## src/rtl/min_max_decimator_pkg.sv

```systemverilog
// Shared definitions for the capture write path: write FSM encoding and the
// MIN_MAX_SEL codes also decoded by the RAM read-back/display path.
package min_max_decimator_pkg;

    typedef enum logic [1:0] {
        IDLE   = 2'd0,
        WR_MIN = 2'd1,
        WR_MAX = 2'd2
    } wr_state_t;

    localparam logic SEL_MIN = 1'b0;
    localparam logic SEL_MAX = 1'b1;

endpackage

```

## src/rtl/min_max_decimator_peak_tracker.sv

```systemverilog
// Running unsigned min/max over one decimation window. win_min/win_max already
// include the current sample so the closing cycle's sample is part of the result.
module min_max_decimator_peak_tracker #(
    parameter int DATA_W = 8
) (
    input  logic              clk,
    input  logic              rst,
    input  logic              active,
    input  logic              close,
    input  logic              latch,
    input  logic [DATA_W-1:0] data_in,
    output logic [DATA_W-1:0] win_min,
    output logic [DATA_W-1:0] win_max,
    output logic [DATA_W-1:0] out_max
);

    logic              valid;
    logic [DATA_W-1:0] cur_min;
    logic [DATA_W-1:0] cur_max;

    always_comb begin
        win_min = data_in;
        win_max = data_in;
        if (valid) begin
            win_min = (data_in < cur_min) ? data_in : cur_min;
            win_max = (data_in > cur_max) ? data_in : cur_max;
        end
    end

    // Any close (accepted or dropped) ends the window; next sample reopens it.
    always_ff @(posedge clk) begin
        if (rst || !active) begin
            valid <= 1'b0;
        end else begin
            valid <= !close;
        end
    end

    always_ff @(posedge clk) begin
        cur_min <= win_min;
        cur_max <= win_max;
        if (latch) begin
            out_max <= win_max;
        end
    end

endmodule

```

## src/rtl/min_max_decimator.sv

```systemverilog
// Per-window decimation / peak detection feeding byte writes with a wrapping
// address into the sample capture RAM.
module min_max_decimator
    import min_max_decimator_pkg::*;
#(
    parameter int DATA_W = 8,
    parameter int ADDR_W = 17
) (
    input  logic              CLK,
    input  logic              RST,
    input  logic              Start_WR,
    input  logic              CLK_EN,
    input  logic              PEAK_MODE,
    input  logic [DATA_W-1:0] DATA_IN,
    output logic              WR_EN,
    output logic [ADDR_W-1:0] WR_ADDR,
    output logic [DATA_W-1:0] DATA_OUT,
    output logic              MIN_MAX_SEL,
    output logic              WRAPPED,
    output logic              OVERRUN
);

    wr_state_t         state;
    wr_state_t         state_nxt;
    logic              start_q;
    logic              mode_q;
    logic              rise;
    logic              peak;
    logic              close;
    logic              accept;
    logic              ovr;
    logic [DATA_W-1:0] data_nxt;
    logic [DATA_W-1:0] win_min;
    logic [DATA_W-1:0] win_max;
    logic [DATA_W-1:0] out_max;

    assign rise  = Start_WR && !start_q;
    // The mode is taken live in the rise cycle so a close there uses the new mode.
    assign peak  = rise ? PEAK_MODE : mode_q;
    assign close = Start_WR && CLK_EN;

    min_max_decimator_peak_tracker #(
        .DATA_W (DATA_W)
    ) u_tracker (
        .clk     (CLK),
        .rst     (RST),
        .active  (Start_WR),
        .close   (close),
        .latch   (accept),
        .data_in (DATA_IN),
        .win_min (win_min),
        .win_max (win_max),
        .out_max (out_max)
    );

    always_comb begin
        state_nxt = state;
        accept    = 1'b0;
        ovr       = 1'b0;
        if (!Start_WR) begin
            state_nxt = IDLE;
        end else begin
            case (state)
                IDLE: begin
                    if (close) begin
                        state_nxt = WR_MIN;
                        accept    = 1'b1;
                    end
                end
                WR_MIN: begin
                    if (peak) begin
                        state_nxt = WR_MAX;
                        ovr       = close;
                    end else if (close) begin
                        state_nxt = WR_MIN;
                        accept    = 1'b1;
                    end else begin
                        state_nxt = IDLE;
                    end
                end
                WR_MAX: begin
                    if (close) begin
                        state_nxt = WR_MIN;
                        accept    = 1'b1;
                    end else begin
                        state_nxt = IDLE;
                    end
                end
                default: state_nxt = IDLE;
            endcase
        end
    end

    always_comb begin
        data_nxt = DATA_OUT;
        case (state_nxt)
            WR_MIN:  data_nxt = peak ? win_min : DATA_IN;
            WR_MAX:  data_nxt = out_max;
            default: data_nxt = DATA_OUT;
        endcase
    end

    always_ff @(posedge CLK) begin
        if (RST) begin
            state       <= IDLE;
            start_q     <= 1'b0;
            mode_q      <= 1'b0;
            WR_EN       <= 1'b0;
            DATA_OUT    <= '0;
            MIN_MAX_SEL <= SEL_MIN;
            WR_ADDR     <= '0;
            WRAPPED     <= 1'b0;
            OVERRUN     <= 1'b0;
        end else begin
            start_q     <= Start_WR;
            state       <= state_nxt;
            WR_EN       <= (state_nxt != IDLE);
            DATA_OUT    <= data_nxt;
            MIN_MAX_SEL <= (state_nxt == WR_MAX) ? SEL_MAX : SEL_MIN;
            if (rise) begin
                mode_q  <= PEAK_MODE;
                WR_ADDR <= '0;
                WRAPPED <= 1'b0;
                OVERRUN <= 1'b0;
            end else begin
                // Address follows the write that is on the bus this cycle.
                if (WR_EN) begin
                    WR_ADDR <= WR_ADDR + ADDR_W'(1);
                    if (&WR_ADDR) begin
                        WRAPPED <= 1'b1;
                    end
                end
                if (ovr) begin
                    OVERRUN <= 1'b1;
                end
            end
        end
    end

endmodule
```

## config.mk

```make
export PLATFORM = sky130hd
export DESIGN_NAME = min_max_decimator
export DESIGN_NICKNAME = d
export VERILOG_FILES = /design/src/rtl/min_max_decimator_pkg.sv /design/src/rtl/min_max_decimator_peak_tracker.sv /design/src/rtl/min_max_decimator.sv
export SDC_FILE = /design/constraint.sdc
export NUM_CORES = 1
export LEC_CHECK = 0
export BUFFER_PORTS_ARGS = -buffer_cell sky130_fd_sc_hd__buf_4
export CORE_ASPECT_RATIO = 1.2
export CORE_UTILIZATION = 28
export DETAILED_ROUTE_END_ITERATION = 7
export MAX_ROUTING_LAYER = met4
export SLEW_MARGIN = 20
export SYNTH_ARGS = -nofsm -noshare
export SYNTH_HDL_FRONTEND = slang
export SYNTH_HIERARCHICAL = 1
export SYNTH_SLANG_ARGS = --single-unit
```

## constraint.sdc

```tcl
create_clock -name CLK -period 5.35 [get_ports CLK]
set_clock_uncertainty 0.1 [all_clocks]
set_input_delay 1.07 -clock CLK [delete_from_list [all_inputs] [get_ports CLK]]
set_output_delay 1.07 -clock CLK [all_outputs]
set_load 0.01 [all_outputs]
```

==> metrics.cfg, run 1 <==
[detailed_routing]
wl_per_cell_um=13.2
first_pass_iters=4
wl_mm=5.75
dr.first_iter.drc_count=51
viasPerCell=4.74
vias=2059
drc=0
postRouteAntennaNets=0

[synth]
synth-edff-count=8
synth.avg_cell_area_sq_um=10.1
synth_cell_types=46
syn_area_sq_um=2670
ys_seq_area_share_pct=46.4
async_reset_ff_share_pct=0
synth_seq_cells=58
ys_warn_count=6
synth-main-ff-cell=dfxtp_1
syn_inst=265
synth_nets=296

[power]
power.share.clock_pct=40.6
switching_share_pct=25.4
pwr-share-seq_pct=48.8
p_int_w=0.000725
combPwrFrac_pct=10.6
total_leakage_power_nw=1.35
power.density_nw_per_um2=295
ir_worst_vdd_mv=0.133
power.switching_w=0.000247

[global_routing]
grtUsageTotal_pct=13.0
grt_max_degree=26
grt_overflow=0
grt_pass1_vias=2056
antenna_found_initial=0
grt_pass1_wl_mm=9.69

[sta]
final.period_utilization_pct=59.2
worst_pin_slew_ps=890
fin_setup_tns_ps=0
setup_violations=0
fin_crit_ps=3170
rsz0062_at_grt=no
hold_viol_final=0
max_clock_freq_mhz=316
maxSlewViolCount=0
max_slew_margin_pct=39.0

[layout]
drive_gt1_share_pct=26.4
layout.nets=340
antenna_cells=0
area_delta_synth_final_pct=23.2
nFillCells=954
final_area_sq_um=3290
final_cells=434

[clock_network]
ctsHoldBuffers=0
insertion_delay_ps=330
cts_max_level=3
clockBufferDepth=2
cts_root_buf=clkbuf_8
clock_sinks=58
path_clk_slew_ps=70
numCtsBuffers=9
post_cts_buffers=0
cts_resized=0
cts_tree=yes

[floorplan]
die_area_sq_um=9950
die_w_um=91.2
core-area_sq_um=9180
die-height_um=109
rows=38
start_util_pct=29.1
num_io_pins=42

[placed_design]
dpl.cell_count=418
portBuffers=41
detailed_place_hpwl_mm=4.16
placed_area_sq_um=3100
place_congestion=0.749

[worst_setup_path]
crit_type=in -> reg
required_ps=5470
r2r_setup_slack_ps=2750
critPathMaxFanout=25
cp-end-kind=flip-flop
crit_arrival_ps=3290
crit_path_start_kind=input pin

[outcome]
outcome=completed

[hold_path]
hp-class=reg -> reg

[job]
drv_cap=0

==> per-layer routing <==
metal,GRT usage [%],vias to the layer above,wire [um]
met5,-,-,0
met4,3.40,0,57
met3,4.88,5,254
met2,22.1,49,2730
met1,14.4,974,2710
li1,-,1031,-
==> worst max-delay path, cell delays in order <==
cell	delay, ps
buf_4	100
nor2b_1	230
mux2_2	480
o21ai_0	260
nand2_1	120
ha_1	490
nor2b_1	260
o41ai_1	260
==> layout make-up <==
type / count / area [sq um] / share of cell area [%]
clock inverter: 7 / 70.1 / 2.13
sequential: 58 / 1240 / 37.7
tap: 120 / 150 / 4.56
multi-input combinational: 181 / 1330 / 40.5
clock buffer: 9 / 124 / 3.76
timing repair buffer: 41 / 308 / 9.35
inverter: 18 / 67.6 / 2.05
==> flip-flops by register name (all words and copies together), names as in the netlist <==
signal             count
DATA_OUT               8
MIN_MAX_SEL            1
OVERRUN                1
WRAPPED                1
WR_ADDR               17
WR_EN                  1
mode_q                 1
start_q                1
state                  2
u_tracker/cur_max      8
u_tracker/cur_min      8
u_tracker/out_max      8
u_tracker/valid        1
==> logic make-up (layout without fill, tap and decap cells) <==
| logic type | after synthesis | in the layout | synth area share (%) |
|---|---|---|---|
| and+or+nand+nor | 101 | 101 | 20.5 |
| xor gates and xnor gates | 12 | 12 | 3.93 |
| adders and majority gates | 18 | 18 | 8.42 |
| AOI/OAI and AO/OA | 30 | 30 | 8.70 |
| DFF | 58 | 58 | 46.4 |
| muxes | 20 | 20 | 8.33 |
| buffers and inverters | 26 | 75 | 3.74 |
==> power groups by stage <==
stage                     logic (W)  clock network, W  registers [W]
final                      0.000103          0.000395       0.000474
after global routing       0.000116          0.000426       0.000476
after CTS                  0.000104          0.000405       0.000474
after detailed placement   0.000103                 0       0.000484
after global placement     0.000101                 0       0.000484
after floorplan           0.0000665                 0       0.000482
==> synth_stat cells (8+ instances only) <==
cell | n | share of area (%)
edfxtp_1 | 8 | 9.0
mux2_2 | 18 | 7.6
nand2_1 | 14 | 2.0
dfxtp_1 | 50 | 37
nor3_1 | 18 | 3.4
xnor2_1 | 8 | 2.6
inv_1 | 18 | 2.5
ha_1 | 18 | 8.4
o41ai_1 | 8 | 2.6
nor2_1 | 21 | 2.9
nor2b_1 | 14 | 3.3
==> final timing paths <==
check	end	cells after the start	start
max	DATA_OUT[3]$_SDFFE_PP0P_	8	Start_WR
min	DATA_OUT[7]$_SDFFE_PP0P_	2	DATA_OUT[7]$_SDFFE_PP0P_
max reg2reg	DATA_OUT[3]$_SDFFE_PP0P_	7	start_q$_SDFF_PP0_
min reg2reg	DATA_OUT[7]$_SDFFE_PP0P_	2	DATA_OUT[7]$_SDFFE_PP0P_
==> metrics by stage <==
stage	setup WS (ps)	hold slack, ps	total power (W)	utilization [%]
floorplan	2340	370	0.000549	-
global placement	1960	355	0.000584	33.8
detailed placement	1850	355	0.000587	33.8
CTS	2200	366	0.000983	35.9
global route	1940	384	0.00102	35.9
finish	2180	360	0.000971	35.9
==> cells in the final DEF (no fill, tap or decap), types with 6 or more instances in the layout <==
master	count
ha_1	18
nand2_1	14
nor4_1	6
nor3_1	18
clkbuf_8	9
a21oi_1	6
xnor2_1	8
o21ai_0	6
nor2b_1	14
inv_1	18
nor2_1	21
nand3_1	6
o41ai_1	8
buf_4	41
mux2_2	18
dfxtp_1	50
edfxtp_1	8
No activity file was read; power rests on OpenSTA's default activity.
==> run 2, diff against run 1 <==
==> constraint.sdc (replaced) <==
create_clock -name CLK -period 3.3 [get_ports CLK]
set_clock_uncertainty 0.1 [all_clocks]
set_input_delay 0.66 -clock CLK [delete_from_list [all_inputs] [get_ports CLK]]
set_output_delay 0.66 -clock CLK [all_outputs]
set_load 0.01 [all_outputs]
==> metrics.cfg, run 2 (synthesis gave the netlist of run 1 again) <==
[outcome]
outcome=completed  ; unchanged

[sta]
fin_crit_ps=2810
rsz0062_at_grt=no  ; unchanged
final.period_utilization_pct=85.3
hold_viol_final=0  ; unchanged
worst_pin_slew_ps=729  ; was 890 ps
max_slew_margin_pct=50.0  ; was 39.0%
fin_setup_tns_ps=0  ; unchanged
max_clock_freq_mhz=355
maxSlewViolCount=0  ; unchanged
setup_violations=0  ; unchanged

[job]
drv_cap=0  ; unchanged

[worst_setup_path]
critPathMaxFanout=25  ; unchanged
slowest_stage=mux2_2  ; was ha_1
rr_worst_depth=7  ; unchanged
crit_path_start_kind=input pin  ; unchanged
crit_chain=buf_4, nor2b_1, mux2_2, o21ai_0, nand2_1, ha_1, nor2b_1, o41ai_1  ; unchanged
required_ps=3400  ; was 5470 ps
cpMostUsedCell=nor2b_1  ; unchanged
cp-end-kind=flip-flop  ; unchanged
max_stage_delay_ps=480  ; was 490 ps
crit_type=in -> reg  ; unchanged
crit_arrival_ps=2920  ; was 3290 ps

[placed_design]
detailed_place_hpwl_mm=4.29  ; was 4.16 mm
place_congestion=0.779  ; was 0.749
dpl.cell_count=419  ; was 418
portBuffers=41  ; unchanged

[layout]
antenna_cells=0  ; unchanged
area_delta_synth_final_pct=22.6  ; was 23.2%
layout_commonest_cell=dfxtp_1  ; unchanged
final_cells=433  ; was 434
regMostFlops=WR_ADDR  ; unchanged
layout.nets=341  ; was 340
drive_gt1_share_pct=25.9  ; was 26.4%
nFillCells=950  ; was 954
layout_common_cells=50 x dfxtp_1, 42 x buf_4, 21 x nor2_1  ; was 50 x dfxtp_1, 41 x buf_4, 21 x nor2_1
largest_reg_flops=17  ; unchanged

[clock_network]
clockBufferDepth=2  ; unchanged
cts_max_level=3  ; unchanged
cts_resized=0  ; unchanged
post_cts_buffers=0  ; unchanged
cts_tree=yes  ; unchanged
ctsHoldBuffers=0  ; unchanged
clock_sinks=58  ; unchanged
path_clk_slew_ps=60  ; was 70 ps
numCtsBuffers=9  ; unchanged
insertion_delay_ps=330  ; about the same
cts_root_buf=clkbuf_8  ; unchanged

[floorplan]
die_w_um=91.2  ; unchanged
rows=38  ; unchanged
num_io_pins=42  ; unchanged
start_util_pct=29.1  ; unchanged
core-area_sq_um=9180  ; unchanged
die-height_um=109  ; unchanged
die_area_sq_um=9950  ; unchanged

[power]
finalPower_w=0.00153  ; was 0.000971 W
ir_worst_vdd_mv=0.212  ; was 0.133 mV
power.density_nw_per_um2=467  ; was 295 nW/um^2
total_leakage_power_nw=1.36  ; was 1.35 nW

[global_routing]
grt_overflow=0  ; unchanged
grt_max_degree=26  ; unchanged
antenna_found_initial=0  ; unchanged
grt_pass1_vias=2047  ; was 2056
grtUsageTotal_pct=13.1  ; was 13.0%
grt_pass1_wl_mm=9.80  ; was 9.69 mm

[detailed_routing]
wl_mm=5.76  ; was 5.75 mm
postRouteAntennaNets=0  ; unchanged
first_pass_iters=4  ; unchanged
wl_per_cell_um=13.3  ; was 13.2 um
viasPerCell=4.72  ; was 4.74
drc=0  ; unchanged
dr.first_iter.drc_count=18  ; was 51
vias=2042  ; was 2059

[hold_path]
hp-class=reg -> reg  ; unchanged
worstHoldPathCells=2  ; unchanged

-- run 2: cell count changes in the layout (fill, tap and decap cells not counted) --
cell        previous run  this run
buf_4                 41        42
clkinv_1               1         2
clkinv_2               1         2
clkinv_4               1         0
clkinvlp_4             3         0
-- run 2: per-stage QoR --
| stage | worst slack [ps] | cell area [sq um] | hold WS (ps) | util, % |
|---|---|---|---|---|
| after CTS | 536 | 3280 | 374 | 35.7 |
| after global placement | 366 | 3110 | 345 | 33.9 |
| after detailed placement | 193 | 3110 | 361 | 33.9 |
| after floorplan | 696 | 2670 | 370 | - |
| after global routing | 267 | 3280 | 400 | 35.7 |
| final | 485 | 3280 | 362 | 35.7 |
-- run 2: final cells by class --
type | instances | area [sq um] | share of cell area, %
multi-input cells | 181 | 1330 | 40.6
flip-flops and latches | 58 | 1240 | 37.9
repair buffers | 42 | 315 | 9.62
well taps | 120 | 150 | 4.58
clock buffers | 9 | 124 | 3.78
inverters | 18 | 67.6 | 2.06
clock inverters | 5 | 47.5 | 1.45
-- run 2: worst max-delay path, delay by kind of cell --
family	cells	cell delay [ps]
AO/OA/AOI/OAI	2	600
adder cells (fa/ha/maj)	1	470
AND/OR/NAND/NOR	3	600
buffers and inverters	1	100
multiplexers	1	480
-- run 2: report_power, final --
part / leakage, nW / internal (W) / switching, W
sequential: 0.486 / 0.000751 / 0.0000175
clock: 0.0898 / 0.000332 / 0.000263
combinational: 0.780 / 0.0000797 / 0.0000867
total: 1.36 / 0.00116 / 0.000367
-- run 2: layer usage --
metal  track usage, %  vias to the layer above  wire length, um
li1                 -                     1028                -
met3             2.58                        8              202
met5                -                        -                0
met2             21.9                       46             2680
met1             15.0                      960             2790
met4             6.24                        0               83
-- run 2: path summary, 6_finish.rpt --
path | startpoint | end | slack (ps)
max | Start_WR | DATA_OUT[5]$_SDFFE_PP0P_ | 490
max reg2reg | start_q$_SDFF_PP0_ | DATA_OUT[5]$_SDFFE_PP0P_ | 640
min reg2reg | DATA_OUT[2]$_SDFFE_PP0P_ | DATA_OUT[2]$_SDFFE_PP0P_ | 360
min | DATA_OUT[2]$_SDFFE_PP0P_ | DATA_OUT[2]$_SDFFE_PP0P_ | 360
==> run 3, diff against run 2 <==
--- a/config.mk
+++ b/config.mk
@@ -5,7 +5,7 @@
 export SDC_FILE = /design/constraint.sdc
 export NUM_CORES = 1
 export LEC_CHECK = 0
-export BUFFER_PORTS_ARGS = -buffer_cell sky130_fd_sc_hd__buf_4
+export BUFFER_PORTS_ARGS = -buffer_cell sky130_fd_sc_hd__clkbuf_2
 export CORE_ASPECT_RATIO = 1.2
 export CORE_UTILIZATION = 28
 export DETAILED_ROUTE_END_ITERATION = 7
==> metrics.cfg, run 3 (synthesis gave the netlist of run 1 again) <==
[detailed_routing]
viasPerCell=4.69  ; was 4.72
wl_mm=5.54  ; was 5.76 mm
drc=0  ; unchanged
dr_wl_met2_mm=2.65  ; was 2.68 mm
top_layer=met4  ; unchanged
wl_per_cell_um=12.7  ; was 13.3 um
first_pass_iters=4  ; unchanged
postRouteAntennaNets=0  ; unchanged
dr.first_iter.drc_count=45  ; was 18
wl_met1_mm=2.57  ; was 2.79 mm
wl_met3_um=261  ; was 202 um
vias=2038  ; was 2042

[hold_path]
hp-class=reg -> reg  ; unchanged

[worst_setup_path]
cpMostUsedCell=nor2b_1  ; unchanged
max_stage_delay_ps=470  ; was 480 ps
cp-end-kind=flip-flop  ; unchanged
path_delay_family=simple AND/OR/NAND/NOR gates  ; was compound AO/OA/AOI/OAI gates
crit_type=in -> reg  ; unchanged
crit_path_start_kind=input pin  ; unchanged
crit_chain=clkbuf_2, nor2b_1, mux2_2, o21ai_0, nand2_1, ha_1, nor2b_1, o41ai_1  ; was buf_4, nor2b_1, mux2_2, o21ai_0, nand2_1, ha_1, nor2b_1, o41ai_1
crit_arrival_ps=2830  ; was 2920 ps
r2r_setup_slack_ps=780  ; was 640 ps
required_ps=3420  ; was 3400 ps
slowest_stage=mux2_2  ; unchanged
critPathMaxFanout=25  ; unchanged
crit_buf_inv=1  ; unchanged

[clock_network]
post_cts_buffers=0  ; unchanged
cts_root_buf=clkbuf_8  ; unchanged
clockBufferDepth=2  ; unchanged
path_clk_slew_ps=70  ; was 60 ps
ctsHoldBuffers=0  ; unchanged
cts_resized=0  ; unchanged
cts_tree=yes  ; unchanged
clock_sinks=58  ; unchanged
numCtsBuffers=9  ; unchanged
insertion_delay_ps=330  ; about the same
cts_max_level=3  ; unchanged

[sta]
worst_slack_ps=587  ; was 485 ps
fin_crit_ps=2710  ; was 2810 ps
maxSlewViolCount=0  ; unchanged
max_slew_margin_pct=48.5  ; was 50.0%
worst_pin_slew_ps=751  ; was 729 ps
final.period_utilization_pct=82.2  ; was 85.3%
rsz0062_at_grt=no  ; unchanged
setup_violations=0  ; unchanged
max_clock_freq_mhz=369  ; was 355 MHz
hold_viol_final=0  ; unchanged
fin_setup_tns_ps=0  ; unchanged

[global_routing]
grt_overflow=0  ; unchanged
grt_max_degree=26  ; unchanged
grtUsageTotal_pct=12.6  ; was 13.1%
grt_pass1_wl_mm=9.57  ; was 9.80 mm
antenna_found_initial=0  ; unchanged
grt_pass1_vias=2024  ; was 2047

[floorplan]
core-area_sq_um=9180  ; unchanged
die_area_sq_um=9950  ; unchanged
die_w_um=91.2  ; unchanged
num_io_pins=42  ; unchanged
rows=38  ; unchanged
die-height_um=109  ; unchanged
start_util_pct=29.1  ; unchanged

[power]
total_leakage_power_nw=1.34  ; was 1.36 nW
ir_worst_vdd_mv=0.282  ; was 0.212 mV
power.density_nw_per_um2=505  ; was 467 nW/um^2

[outcome]
outcome=completed  ; unchanged

[layout]
layout_common_cells=50 x dfxtp_1, 41 x clkbuf_2, 21 x nor2_1  ; was 50 x dfxtp_1, 42 x buf_4, 21 x nor2_1
layout.nets=341  ; unchanged
antenna_cells=0  ; unchanged
largest_reg_flops=17  ; unchanged
drive_gt1_share_pct=26.3  ; was 25.9%
area_delta_synth_final_pct=20.2  ; was 22.6%
regMostFlops=WR_ADDR  ; unchanged
layout_commonest_cell=dfxtp_1  ; unchanged
nFillCells=932  ; was 950

[placed_design]
place_congestion=0.785  ; was 0.779
dp_worst_setup_slack_ps=253  ; was 193 ps
portBuffers=41  ; unchanged
detailed_place_hpwl_mm=4.21  ; was 4.29 mm

[job]
drv_cap=0  ; unchanged

==> run 3: cell count changes in the layout (fill, tap and decap cells not counted), sizes merged <==
cell	before	now
buf	42	1
bufinv	1	2
clkbuf	9	51
clkinv	4	3
clkinvlp	0	1
==> run 3: area by class of cell <==
class | count | area [sq um] | area share [%]
clock buffers | 10 | 128 | 3.97
clock inverters | 6 | 81.3 | 2.53
inverters | 18 | 67.6 | 2.10
multi-input cells | 181 | 1330 | 41.5
flip-flops and latches | 58 | 1240 | 38.6
well taps | 120 | 150 | 4.67
repair buffers | 42 | 213 | 6.62
==> run 3: stage by stage <==
step / hold WS [ps] / util, % / power [W] / instances / cell area, sq um
global route: 397 / 35.0 / 0.00171 / 435 / 3210
global placement: 353 / 32.7 / 0.000939 / 419 / 3000
CTS: 371 / 35.0 / 0.00164 / 435 / 3210
detailed placement: 352 / 32.7 / 0.000943 / 419 / 3000
finish: 368 / 35.0 / 0.00162 / 435 / 3210
floorplan: 370 / - / 0.000890 / 265 / 2670
==> run 3: worst paths after layout <==
path	cells past startpoint	end	startpoint
worst min-delay path	2	DATA_OUT[7]$_SDFFE_PP0P_	DATA_OUT[7]$_SDFFE_PP0P_
worst max register to register	7	DATA_OUT[4]$_SDFFE_PP0P_	start_q$_SDFF_PP0_
worst min register to register	2	DATA_OUT[7]$_SDFFE_PP0P_	DATA_OUT[7]$_SDFFE_PP0P_
worst max-delay path	8	DATA_OUT[4]$_SDFFE_PP0P_	Start_WR
==> run 3: per-layer routing <==
metal	vias up	track usage [%]
li1	1032	-
met2	55	21.4
met5	-	-
met1	945	14.1
met3	6	4.46
met4	0	3.51
==> run 3: worst min-delay path: cells and delay by family (launching register included) <==
family,cells,cell delay (ps)
simple gates,1,50
flops,1,320
compound gates,1,50
==> run 3: where the power goes <==
group / total, W / switching, W / internal [W]
sequential: 0.000768 / 0.0000173 / 0.000751
clock: 0.000696 / 0.000276 / 0.000420
combinational: 0.000157 / 0.0000856 / 0.0000712
total: 0.00162 / 0.000379 / 0.00124
